[src/rtl/sum_accumulator_if.sv]
// Handshake bundle for sum_accumulator.
//   Input side : in_valid/in_ready carry one 9-bit sample {in_carry, in_data}.
//   Output side: out_valid/out_ready carry one block result {out_sum, out_count, out_ovf}.
// Handshake rule (both sides): a transfer happens on a rising clk edge where valid and ready
// are both high; the source holds valid and its payload stable until that edge, and ready is
// never a combinational function of valid.
// Modports: master = upstream producer / downstream consumer side, slave = the accumulator.
interface sum_accumulator_if #(
  parameter int DATA_W  = 8,
  parameter int ACC_W   = 16,
  parameter int COUNT_W = 4
);
  logic               in_valid;
  logic               in_ready;
  logic [DATA_W-1:0]  in_data;
  logic               in_carry;
  logic               out_valid;
  logic               out_ready;
  logic [ACC_W-1:0]   out_sum;
  logic [COUNT_W-1:0] out_count;
  logic               out_ovf;

  modport master (
    output in_valid, in_data, in_carry, out_ready,
    input  in_ready, out_valid, out_sum, out_count, out_ovf
  );

  modport slave (
    input  in_valid, in_data, in_carry, out_ready,
    output in_ready, out_valid, out_sum, out_count, out_ovf
  );
endinterface

[src/rtl/sum_accumulator.sv]
// sum_accumulator: accumulates blocks of 9-bit adder sums ({carry, byte}) and presents the
// block total, sample count and an overflow flag on a registered valid/ready output.
// Ports:
//   clk        rising-edge clock
//   rst        synchronous active-high reset
//   clear      synchronous abort of the partial block and any held result
//   block_len  samples per block, sampled on the first accept of a block (0 acts as 1)
//   bus        sum_accumulator_if.slave: in_valid/in_ready/in_data/in_carry,
//              out_valid/out_ready/out_sum/out_count/out_ovf
//   state_dbg  current FSM state (0 = ACCUM, 1 = HOLD)
module sum_accumulator #(
  parameter int DATA_W   = 8,
  parameter int ACC_W    = 16,
  parameter int COUNT_W  = 4,
  parameter bit SATURATE = 1'b1
) (
  input  logic               clk,
  input  logic               rst,
  input  logic               clear,
  input  logic [COUNT_W-1:0] block_len,
  sum_accumulator_if.slave   bus,
  output logic               state_dbg
);

  typedef enum logic {ACCUM = 1'b0, HOLD = 1'b1} state_t;

  state_t             state;
  logic [ACC_W-1:0]   acc;
  logic [COUNT_W-1:0] cnt;
  logic [COUNT_W-1:0] len_q;
  logic               ovf;

  logic [ACC_W-1:0]   sample;
  logic [ACC_W:0]     sum_wide;
  logic [ACC_W-1:0]   acc_next;
  logic               ovf_next;
  logic [COUNT_W-1:0] eff_len;
  logic [COUNT_W-1:0] cnt_inc;
  logic               ready;
  logic               accept;

  assign sample   = ACC_W'({bus.in_carry, bus.in_data});
  assign sum_wide = {1'b0, acc} + {1'b0, sample};
  // Saturated acc is all-ones, so any further non-zero sample overflows again and it stays put.
  assign acc_next = sum_wide[ACC_W] ? (SATURATE ? {ACC_W{1'b1}} : sum_wide[ACC_W-1:0])
                                    : sum_wide[ACC_W-1:0];
  assign ovf_next = ovf | sum_wide[ACC_W];
  // On the first sample of a block the live block_len is used; afterwards the latched copy.
  assign eff_len  = (cnt == '0) ? ((block_len == '0) ? COUNT_W'(1) : block_len) : len_q;
  assign cnt_inc  = cnt + COUNT_W'(1);

  // Ready depends only on state, rst and clear -- never on in_valid.
  assign ready        = (state == ACCUM) && !rst && !clear;
  assign accept       = bus.in_valid && ready;
  assign bus.in_ready = ready;
  assign state_dbg    = state;

  always_ff @(posedge clk) begin
    if (rst) begin
      state         <= ACCUM;
      acc           <= '0;
      cnt           <= '0;
      len_q         <= '0;
      ovf           <= 1'b0;
      bus.out_valid <= 1'b0;
      bus.out_sum   <= '0;
      bus.out_count <= '0;
      bus.out_ovf   <= 1'b0;
    end else if (clear) begin
      // Result registers keep their last values; only the valid and the partial block go.
      state         <= ACCUM;
      acc           <= '0;
      cnt           <= '0;
      ovf           <= 1'b0;
      bus.out_valid <= 1'b0;
    end else begin
      case (state)
        ACCUM: begin
          if (accept) begin
            if (cnt == '0) len_q <= eff_len;
            acc <= acc_next;
            ovf <= ovf_next;
            cnt <= cnt_inc;
            if (cnt_inc == eff_len) begin
              bus.out_sum   <= acc_next;
              bus.out_count <= cnt_inc;
              bus.out_ovf   <= ovf_next;
              bus.out_valid <= 1'b1;
              state         <= HOLD;
            end
          end
        end
        HOLD: begin
          if (bus.out_ready) begin
            bus.out_valid <= 1'b0;
            acc           <= '0;
            cnt           <= '0;
            ovf           <= 1'b0;
            state         <= ACCUM;
          end
        end
        default: state <= ACCUM;
      endcase
    end
  end

endmodule

[src/flat_wrapper.sv]
// flat-port wrapper written by rule: the top's interface ports become plain ports
module sum_accumulator_flat 
#(
  parameter int DATA_W   = 8,
  parameter int ACC_W    = 16,
  parameter int COUNT_W  = 4,
  parameter bit SATURATE = 1'b1
)
  (clk, rst, clear, block_len, state_dbg, bus_in_valid, bus_in_data, bus_in_carry, bus_out_ready, bus_in_ready, bus_out_valid, bus_out_sum, bus_out_count, bus_out_ovf);
  sum_accumulator_if #(.DATA_W(DATA_W), .ACC_W(ACC_W), .COUNT_W(COUNT_W)) bus_i ();
  input  logic clk;
  input  logic rst;
  input  logic clear;
  input  logic [COUNT_W-1:0] block_len;
  output logic state_dbg;
  input wire logic [$bits(bus_i.in_valid)-1:0] bus_in_valid;
  input wire logic [$bits(bus_i.in_data)-1:0] bus_in_data;
  input wire logic [$bits(bus_i.in_carry)-1:0] bus_in_carry;
  input wire logic [$bits(bus_i.out_ready)-1:0] bus_out_ready;
  output wire logic [$bits(bus_i.in_ready)-1:0] bus_in_ready;
  output wire logic [$bits(bus_i.out_valid)-1:0] bus_out_valid;
  output wire logic [$bits(bus_i.out_sum)-1:0] bus_out_sum;
  output wire logic [$bits(bus_i.out_count)-1:0] bus_out_count;
  output wire logic [$bits(bus_i.out_ovf)-1:0] bus_out_ovf;
  assign bus_i.in_valid = bus_in_valid;
  assign bus_i.in_data = bus_in_data;
  assign bus_i.in_carry = bus_in_carry;
  assign bus_i.out_ready = bus_out_ready;
  assign bus_in_ready = bus_i.in_ready;
  assign bus_out_valid = bus_i.out_valid;
  assign bus_out_sum = bus_i.out_sum;
  assign bus_out_count = bus_i.out_count;
  assign bus_out_ovf = bus_i.out_ovf;
  sum_accumulator #(.DATA_W(DATA_W), .ACC_W(ACC_W), .COUNT_W(COUNT_W), .SATURATE(SATURATE)) u_core (.clk(clk), .rst(rst), .clear(clear), .block_len(block_len), .bus(bus_i), .state_dbg(state_dbg));
endmodule
[config.mk]
export PLATFORM = sky130hd
export DESIGN_NAME = sum_accumulator_flat
export DESIGN_NICKNAME = d
export VERILOG_FILES = /design/src/rtl/sum_accumulator_if.sv /design/src/rtl/sum_accumulator.sv /design/src/flat_wrapper.sv
export SDC_FILE = /design/constraint.sdc
export NUM_CORES = 1
export LEC_CHECK = 0
export CAP_MARGIN = 20
export CORE_ASPECT_RATIO = 0.7
export CORE_MARGIN = 2
export CORE_UTILIZATION = 54
export DETAILED_ROUTE_END_ITERATION = 8
export PLACE_DENSITY = 0.76
export SLEW_MARGIN = 25
export SYNTH_ARGS = -nofsm -noshare
export SYNTH_HDL_FRONTEND = slang
export SYNTH_SLANG_ARGS = --single-unit
[constraint.sdc]
create_clock -name clk -period 3.5 [get_ports clk]
set_input_delay 0.35 -clock clk [delete_from_list [all_inputs] [get_ports clk]]
set_output_delay 0.35 -clock clk [all_outputs]
set_load 0.02 [all_outputs]
-- Word level (Yosys, flattened, before mapping)
Index checks and enable logic that the tools add are counted.
W data, S select, Z words.
- add/sub/neg operators: 2
- eq/ne operators: 4
- muxes and demuxes: 19
- bitwise logic cells: 3
- reduce and logical (&&, ||, !) cells: 12
- operators with widths (cell ; count):
    $mux W16 ; 3
    $pmux W16 S2 ; 1
    $add A16 B9 Y17 ; 1
    $mux W4 ; 4
    $logic_not A4 Y1 ; 2
    $pmux W4 S2 ; 1
    $reduce_and A4 Y1 ; 2
    $mux W1 ; 7
    $pmux W1 S2 ; 3
    $add A4 B1 Y4 const B ; 1
    $eq A4 B4 Y1 ; 1
    $ne A2 B2 Y1 const B ; 2
    $logic_and A1 B1 Y1 ; 3
    $reduce_and A3 Y1 ; 1
    $logic_not A1 Y1 ; 2
    $ne A2 B1 Y1 const B ; 1
    $not A1 Y1 ; 2
    $reduce_and A2 Y1 ; 1
    $reduce_or A2 Y1 ; 1
    $or A1 B1 Y1 ; 1
- bits in registers: 48
- bits of input ports: 18
- logic and storage cells: 49

-- Depth between registers and ports, before layout
Gate-level depths: netlist of run 1.
- depth after elaboration: 7
- gate-level depth with buffers: 9
- depth with buffers taken out: 8

-- Least setup slack after synthesis of run 1
Ideal clock, no wire load.
- path kind: input to register
- from: input port bus_in_data[0]
- to: register u_core.bus.out_sum[12]
- setup time: 128 ps
- arrival time: 2493 ps
- setup slack: 880 ps
- cell stages on the path: 8
- path through: ha_1 > fa_1 > a211oi_1 > nor3_1 > o41ai_1 > mux2_2 > mux2i_1 > nor2_1
- longest elaborated chain between the ends: 2
- RTL lines (element ; RTL line ; RTL):
    from (decl) ; flat_wrapper.sv:17 ; input wire logic [$bits(bus_i.in_data)-1:0] bus_in_data;
    $add A16 B9 Y17 ; sum_accumulator.sv:43 ; assign sum_wide = {1'b0, acc} + {1'b0, sample};
    $mux W16 ; sum_accumulator.sv:45 ; assign acc_next = sum_wide[ACC_W] ? (SATURATE ? {ACC_W{1'b1}} : sum_wide[ACC_W-1:0])
    to (signal assigned) ; sum_accumulator.sv:85 ; bus.out_sum <= acc_next;
    to (decl) ; sum_accumulator_if.sv:30 ; output in_ready, out_valid, out_sum, out_count, out_ovf
Every way passes these cells.
A chain may end at the register's enable or synchronous reset.

-- Worst setup path in the final report of run 1
Same ends and word-level chain as after synthesis.

==> qor.yml, run 1 <==
final_nets: 378
reg2reg_depth: 9
final.period_utilization_pct: 83.5
cts.path.max_buffers: 2
fin_tns_setup_ps: 0
synthCells: 312
ctsResizeCount: 0
pre_cts_slack_ps: 232
reg2reg_from: "u_core.cnt[0]$_SDFFE_PP0P_"
cts_post_setup_buffers_inserted: 0
cp.required_ps: 3690
hold_path_end: "u_core.bus.out_sum[5]$_SDFFE_PP0P_"
cts_tree: "built"
pin_count: 42
path_buf_inv: 1
startpoint_type: "primary input"
critPathMaxFanout: 6
antenna_cells: 0
syn_nets: 342
synth_cell_type_count: 55
crit_path_max_incr_delay_ps: 570
drt.antenna.violating_nets: 0
start_util_pct: 55.6
yosysWarnings: 0
synth_edf_count: 0
power.density_mw_per_mm2: 335
final_hold_viol_count: 0
p_leak_nw: 1.17
antenna_found_initial: 0
die_w_um: 87.6
cts.htree.levels: 2
synth_top_family_by_area: "compound AO/OA/AOI/OAI gates"
die_h_um: 62.5
path_delay_family: "compound AO/OA/AOI/OAI gates"
max_freq_mhz: 342
worstHoldStart: "u_core.bus.out_sum[5]$_SDFFE_PP0P_"
max_slew_margin_pct: 55.3
vias: 2420
area_growth_pct: 21.6
cts_buffers: 5
fin_crit_ps: 2920
grt_max_degree: 23
setup_slack_ps: 577
cp_slowest_cell: "o41ai_1"
r2r-end: "u_core.bus.out_sum[1]$_SDFFE_PP0P_"
ys_async_sr_fraction_pct: 0
whs_path_depth: 2
cap_violations: 0
dpl.cell_count: 410
synth_compound_gate_area_share_pct: 22.3
cp_data_arrival_time_ps: 3110
drt-vias-per-instance: 5.79
synth-simple-area-share_pct: 20.5
synth_xor_area_share_pct: 4.31
synth_mux_area_share_pct: 6.58
ctsHoldBuffers: 0
grt_use_total_pct: 25.1
clkLatencyLatePin_ps: 300
core_mm2: 0.00476
critical_path.cell_chain: "clkdlybuf4s50_1 -> ha_1 -> fa_1 -> a211oi_1 -> nor3_1 -> o41ai_1 -> mux2_2 -> mux2i_1 -> nor2_1"
hp-class: "register to register"
grt_pass1_vias: 2302
synth.avg_cell_area_um2: 8.47
drt_pass1_iterations: 5
crit_start: "bus_in_data[0]"
finalNonFillerCells: 418
die_area_mm2: 0.00548
mappedNetlistArea_mm2: 0.00264
dp_hpwl_mm: 4.41
ys_seq_area_share_pct: 36.4
io_buffer_count: 41
skew_ps: 4.71
synth-adder-area-share_pct: 5.97
ys_seq_elements: 48
grt_pass1_wl_mm: 11.0
rsz0062_at_grt: "no"
drt-total-wl_mm: 6.42
place.gp.congestion: 0.895
worstMarginPinSlew_ps: 664
status: "finished, final reports clean"
rows: 21
synth_ff_type: "dfxtp_1"
wl_per_cell_um: 15.4
final-max-slew-violation-count: 0
worstSetupPathType: "primary input to register"
setup_viol: 0
grt_overflow: 0
drtIter0Drc: 235
irDropWorstVdd_mv: 0.223
cts-root-buf: "clkbuf_8"
drive_above_1_share_pct: 6.88
cts_sinks: 48
crit_path_end_kind: "register"
route.detailed.drc: 0
clk_pin_slew_worst_paths_ps: 90
reg2reg_slack_ps: 660
-- worst register-to-register path, delay by kind of cell (launching register included) --
| kind | cells | cell delay (ps) |
|---|---|---|
| DFF | 1 | 360 |
| buffers and inverters | 2 | 500 |
| and+or+nand+nor | 3 | 940 |
| muxes | 2 | 530 |
| xor gates and xnor gates | 1 | 160 |
| adders and majority gates | 1 | 240 |
-- cells in the mapped netlist (8+ instances only) --
cell	count	area, um^2
ha_1	11	138
mux2i_1	14	140
nor2_1	42	158
xnor2_1	8	70.1
clkbuf_1	14	52.6
dfxtp_1	48	961
nand3_1	10	50.1
a22oi_1	11	82.6
o21ai_0	19	95.1
nor3_1	8	40.0
nand2_1	22	82.6
a21oi_1	25	125
-- power by group --
| group | internal (W) | switching [W] |
|---|---|---|
| Clock | 0.000212 | 0.000186 |
| Sequential | 0.000551 | 0.00000357 |
| Combinational | 0.0000537 | 0.0000681 |
| Total | 0.000817 | 0.000258 |
-- flip-flops by register name, indices dropped and copies added, names as in the netlist --
register,cells
u_core.acc,16
u_core.bus.out_ovf,1
u_core.state_dbg,1
u_core.len_q,4
u_core.ovf,1
u_core.bus.out_sum,16
u_core.cnt,4
u_core.bus.out_valid,1
u_core.bus.out_count,4
-- logic make-up after synthesis --
group           count (synthesis)
simple gates                  109
compound gates                 90
flops                          48
buf+inv                        23
mux                            17
xor+xnor                       13
fa+ha+maj                      12
-- area by class of cell --
class | count | area [um^2]
clock inverters | 2 | 35.0
fillers | 419 | 1540
multi-input cells | 241 | 1580
flip-flops and latches | 48 | 961
inverters | 5 | 18.8
clock buffers | 6 | 72.6
repair buffers | 47 | 455
well taps | 69 | 86.3
-- through the flow --
| stage | instance area, um^2 | hold slack [ps] | utilization, % | total power, W |
|---|---|---|---|---|
| after floorplan | 2640 | 436 | - | 0.000641 |
| after global placement | 3110 | 441 | 65.3 | 0.000686 |
| after detailed placement | 3110 | 451 | 65.3 | 0.000687 |
| after CTS | 3210 | 463 | 67.6 | 0.00108 |
| after global routing | 3210 | 485 | 67.6 | 0.00112 |
| final | 3210 | 457 | 67.6 | 0.00107 |
-- layer usage --
layer  vias up  part of all wire, %  track usage (%)
met5         -                    0                0
met4         0                 0.65             6.35
met3         7                  6.6             4.62
met2        90                   42             35.3
met1      1110                   51             39.2
li1       1213                    -                -
-- cells in the final DEF (no fill, tap or decap), drive strengths merged, types with 2 or more instances in the layout --
cell type / netlist / layout
clkdlybuf4s50: 0 / 41
nand4: 3 / 3
nand3: 10 / 10
a21o: 5 / 5
xor2: 5 / 5
and2: 2 / 2
a22oi: 11 / 11
nand2b: 5 / 5
nor4: 2 / 2
clkbuf: 14 / 6
o2bb2ai: 2 / 2
ha: 11 / 11
mux2: 3 / 3
o21ai: 20 / 20
dfxtp: 48 / 48
a21oi: 25 / 25
nand2: 22 / 22
buf: 4 / 6
o211ai: 4 / 4
a221oi: 2 / 2
xnor2: 8 / 8
o21bai: 3 / 3
inv: 5 / 5
a311oi: 3 / 3
nor3: 8 / 8
nor2: 43 / 43
a211oi: 5 / 5
mux2i: 14 / 14
nor3b: 2 / 2
nor2b: 3 / 3
-- worst max path at each step --
stage | endpoint | slack, ps | depth (start not counted)
2_1_floorplan | u_core.bus.out_sum[12]$_SDFFE_PP0P_ | 880 | 8
3_5_place_dp | u_core.bus.out_sum[12]$_SDFFE_PP0P_ | 230 | 9
6_report | u_core.bus.out_sum[12]$_SDFFE_PP0P_ | 580 | 9
3_3_place_gp | u_core.bus.out_sum[12]$_SDFFE_PP0P_ | 340 | 9
4_1_cts | u_core.bus.out_sum[12]$_SDFFE_PP0P_ | 580 | 9
5_1_grt | u_core.bus.out_sum[12]$_SDFFE_PP0P_ | 300 | 9
Note: power is estimated with default switching activity, not from simulation.
==> run 2: changes to the inputs <==
--- a/config.mk
+++ b/config.mk
@@ -8,9 +8,9 @@
 export CAP_MARGIN = 20
 export CORE_ASPECT_RATIO = 0.7
 export CORE_MARGIN = 2
-export CORE_UTILIZATION = 54
+export CORE_UTILIZATION = 48
 export DETAILED_ROUTE_END_ITERATION = 8
-export PLACE_DENSITY = 0.76
+export PLACE_DENSITY = 0.72
 export SLEW_MARGIN = 25
 export SYNTH_ARGS = -nofsm -noshare
 export SYNTH_HDL_FRONTEND = slang
==> constraint.sdc (replaced) <==
create_clock -name clk -period 2.5 [get_ports clk]
set_input_delay 0.25 -clock clk [delete_from_list [all_inputs] [get_ports clk]]
set_output_delay 0.25 -clock clk [all_outputs]
set_load 0.02 [all_outputs]
==> qor.yml, run 2 (synthesis gave the netlist of run 1 again) <==
ff_latch_area_um2: 963  # +0.26%
vias: 2556  # +5.6%
startpoint_type: "register"
route.detailed.drc: 0  # unchanged
multi_input_area_mm2: 0.00167  # +5.4%
wl_met2_mm: 3.05  # +14%
area_growth_pct: 32.6
dp_hpwl_mm: 4.93  # +12%
pre_cts_slack_ps: -397  # -629 ps
drt.antenna.violating_nets: 0  # unchanged
final_nets: 404  # +6.9%
worstMarginPinSlew_ps: 649  # -15.0 ps
worstSetupPathType: "register to register"
critPathMaxFanout: 5  # -1
cp_data_arrival_time_ps: 2680  # -430 ps
place.gp.congestion: 0.896  # +0.20%
skew_ps: 11.3  # +6.57 ps
power.density_mw_per_mm2: 440  # +32%
max_slew_margin_pct: 56.4  # +1.2 points
placed_area_mm2: 0.00330  # +6.3%
m1WireLength_mm: 3.75  # +14%
die_w_um: 92.7  # +5.8%
top_regs: "u_core.acc (16), u_core.bus.out_sum (16)"
pin_count: 42  # unchanged
wl_per_cell_um: 16.2  # +5.2%
core_mm2: 0.00529  # +11%
io_buffer_count: 41  # unchanged
fillerInstances: 475  # +13%
rows: 22  # +4.8%
cp_slowest_cell: "or4_4"
ctsHoldBuffers: 0  # unchanged
start_util_pct: 50.0  # -5.6 points
layout_common_cells: "46 x dfxtp_1, 41 x clkdlybuf4s50_1, 40 x nor2_1, 30 x buf_4, 25 x a21oi_1"
grt_pass1_wl_mm: 11.5  # +4.1%
design_area_mm2: 0.00350  # +9.1%
cts_sinks: 48  # unchanged
cap_violations: 0  # unchanged
critical_path.cell_chain: "inv_2 -> ha_4 -> or4bb_4 -> o211ai_1 -> o2111ai_2 -> or4_4 -> a221oi_2"
drtIter0Drc: 209  # -11%
crit_path_max_incr_delay_ps: 620  # +50 ps
maxUsedRoutingLayer: "met4"
p_leak_nw: 1.32  # +13%
setup_slack_ps: 45.6  # -531 ps
max_freq_mhz: 407
final_common_cell: "dfxtp_1"
hp-class: "register to register"
total_power_w: 0.00154  # +43%
cts-root-buf: "clkbuf_8"
antenna_found_initial: 0  # unchanged
crit_path_end_kind: "register"
antenna_cells: 0  # unchanged
cts.path.max_buffers: 2  # unchanged
grt_pass1_vias: 2335  # +1.4%
clkLatencyLatePin_ps: 310  # about the same
die_h_um: 66.1  # +5.7%
setup_viol: 0  # unchanged
drt-vias-per-instance: 5.72  # -1.2%
grt_overflow: 0  # unchanged
fin_crit_ps: 2450
drive_above_1_share_pct: 17.3  # +10 points
cts_tree: "built"
cts_buffers: 5  # unchanged
drt_pass1_iterations: 5  # unchanged
die_area_mm2: 0.00612  # +12%
final_hold_viol_count: 0  # unchanged
fin_tns_setup_ps: 0  # unchanged
status: "finished, final reports clean"
fin_util_pct: 66.3  # -1.2 points
final-max-slew-violation-count: 0  # unchanged
final.period_utilization_pct: 98.2
cp.required_ps: 2730  # -960 ps
grt_max_degree: 23  # unchanged
clk_pin_slew_worst_paths_ps: 100  # about the same
cts.htree.levels: 2  # unchanged
drt-total-wl_mm: 7.22  # +13%
grt_use_total_pct: 23.7  # -1.4 points
routed-wl-met3_um: 379  # -11%
irDropWorstVdd_mv: 0.367  # +64%
==> run 2: cell types whose count changed in the layout (fill, tap and decap cells not counted), sizes merged <==
cell and change:
buf +25, or4 +1
==> run 2: what timing repair did <==
| action | CTS | global route |
|---|---|---|
| resized for setup | 1 | 19 |
| endpoints found under the setup margin | 7 | 32 |
| buffers inserted | 0 | 2 |
| gates cloned | 0 | 1 |
| pin swaps | 0 | 6 |
==> run 2: cell type report <==
cell class                 count  area share (%)
tap                           72            2.57
clock buffer                   6            2.07
timing repair buffer          72            18.7
multi-input combinational    242            47.6
inverter                       5           0.536
clock inverter                 2            1.00
sequential                    48            27.5
==> run 2: worst max-delay path, delay by kind of cell (launching register included) <==
family                     cells  cell delay [ps]
and+or+nand+nor                2             1160
DFF                            1              320
buffers and inverters          1               90
adders and majority gates      1              160
AOI/OAI and AO/OA              3              640
==> run 2: worst paths after layout <==
path	start	to	slack, ps	cells after the start
hold / removal	u_core.bus.out_sum[5]$_SDFFE_PP0P_	u_core.bus.out_sum[5]$_SDFFE_PP0P_	460	2
setup / recovery	u_core.cnt[0]$_SDFFE_PP0P_	u_core.bus.out_sum[13]$_SDFFE_PP0P_	50	7
setup reg to reg	u_core.cnt[0]$_SDFFE_PP0P_	u_core.bus.out_sum[13]$_SDFFE_PP0P_	50	7
hold reg to reg	u_core.bus.out_sum[5]$_SDFFE_PP0P_	u_core.bus.out_sum[5]$_SDFFE_PP0P_	460	2
==> run 2: per-layer routing <==
| layer | up-vias | track usage, % |
|---|---|---|
| met3 | 4 | 3.88 |
| met5 | - | 0 |
| met2 | 79 | 35.4 |
| li1 | 1257 | - |
| met4 | 0 | 6.80 |
| met1 | 1216 | 35.3 |
==> run 2: where the power goes <==
part	internal [W]	total (W)	switching [W]	leakage, nW
sequential	0.000772	0.000776	0.00000478	0.388
clock	0.000297	0.000566	0.000268	0.0552
combinational	0.0000931	0.000200	0.000107	0.873
total	0.00116	0.00154	0.000380	1.32
==> run 2: metrics by stage <==
stage / std cells / hold slack [ps]
6_report: 447 / 458
5_1_grt: 447 / 472
4_1_cts: 444 / 462
3_5_place_dp: 436 / 450
3_3_place_gp: 436 / 443
2_1_floorplan: 312 / 397
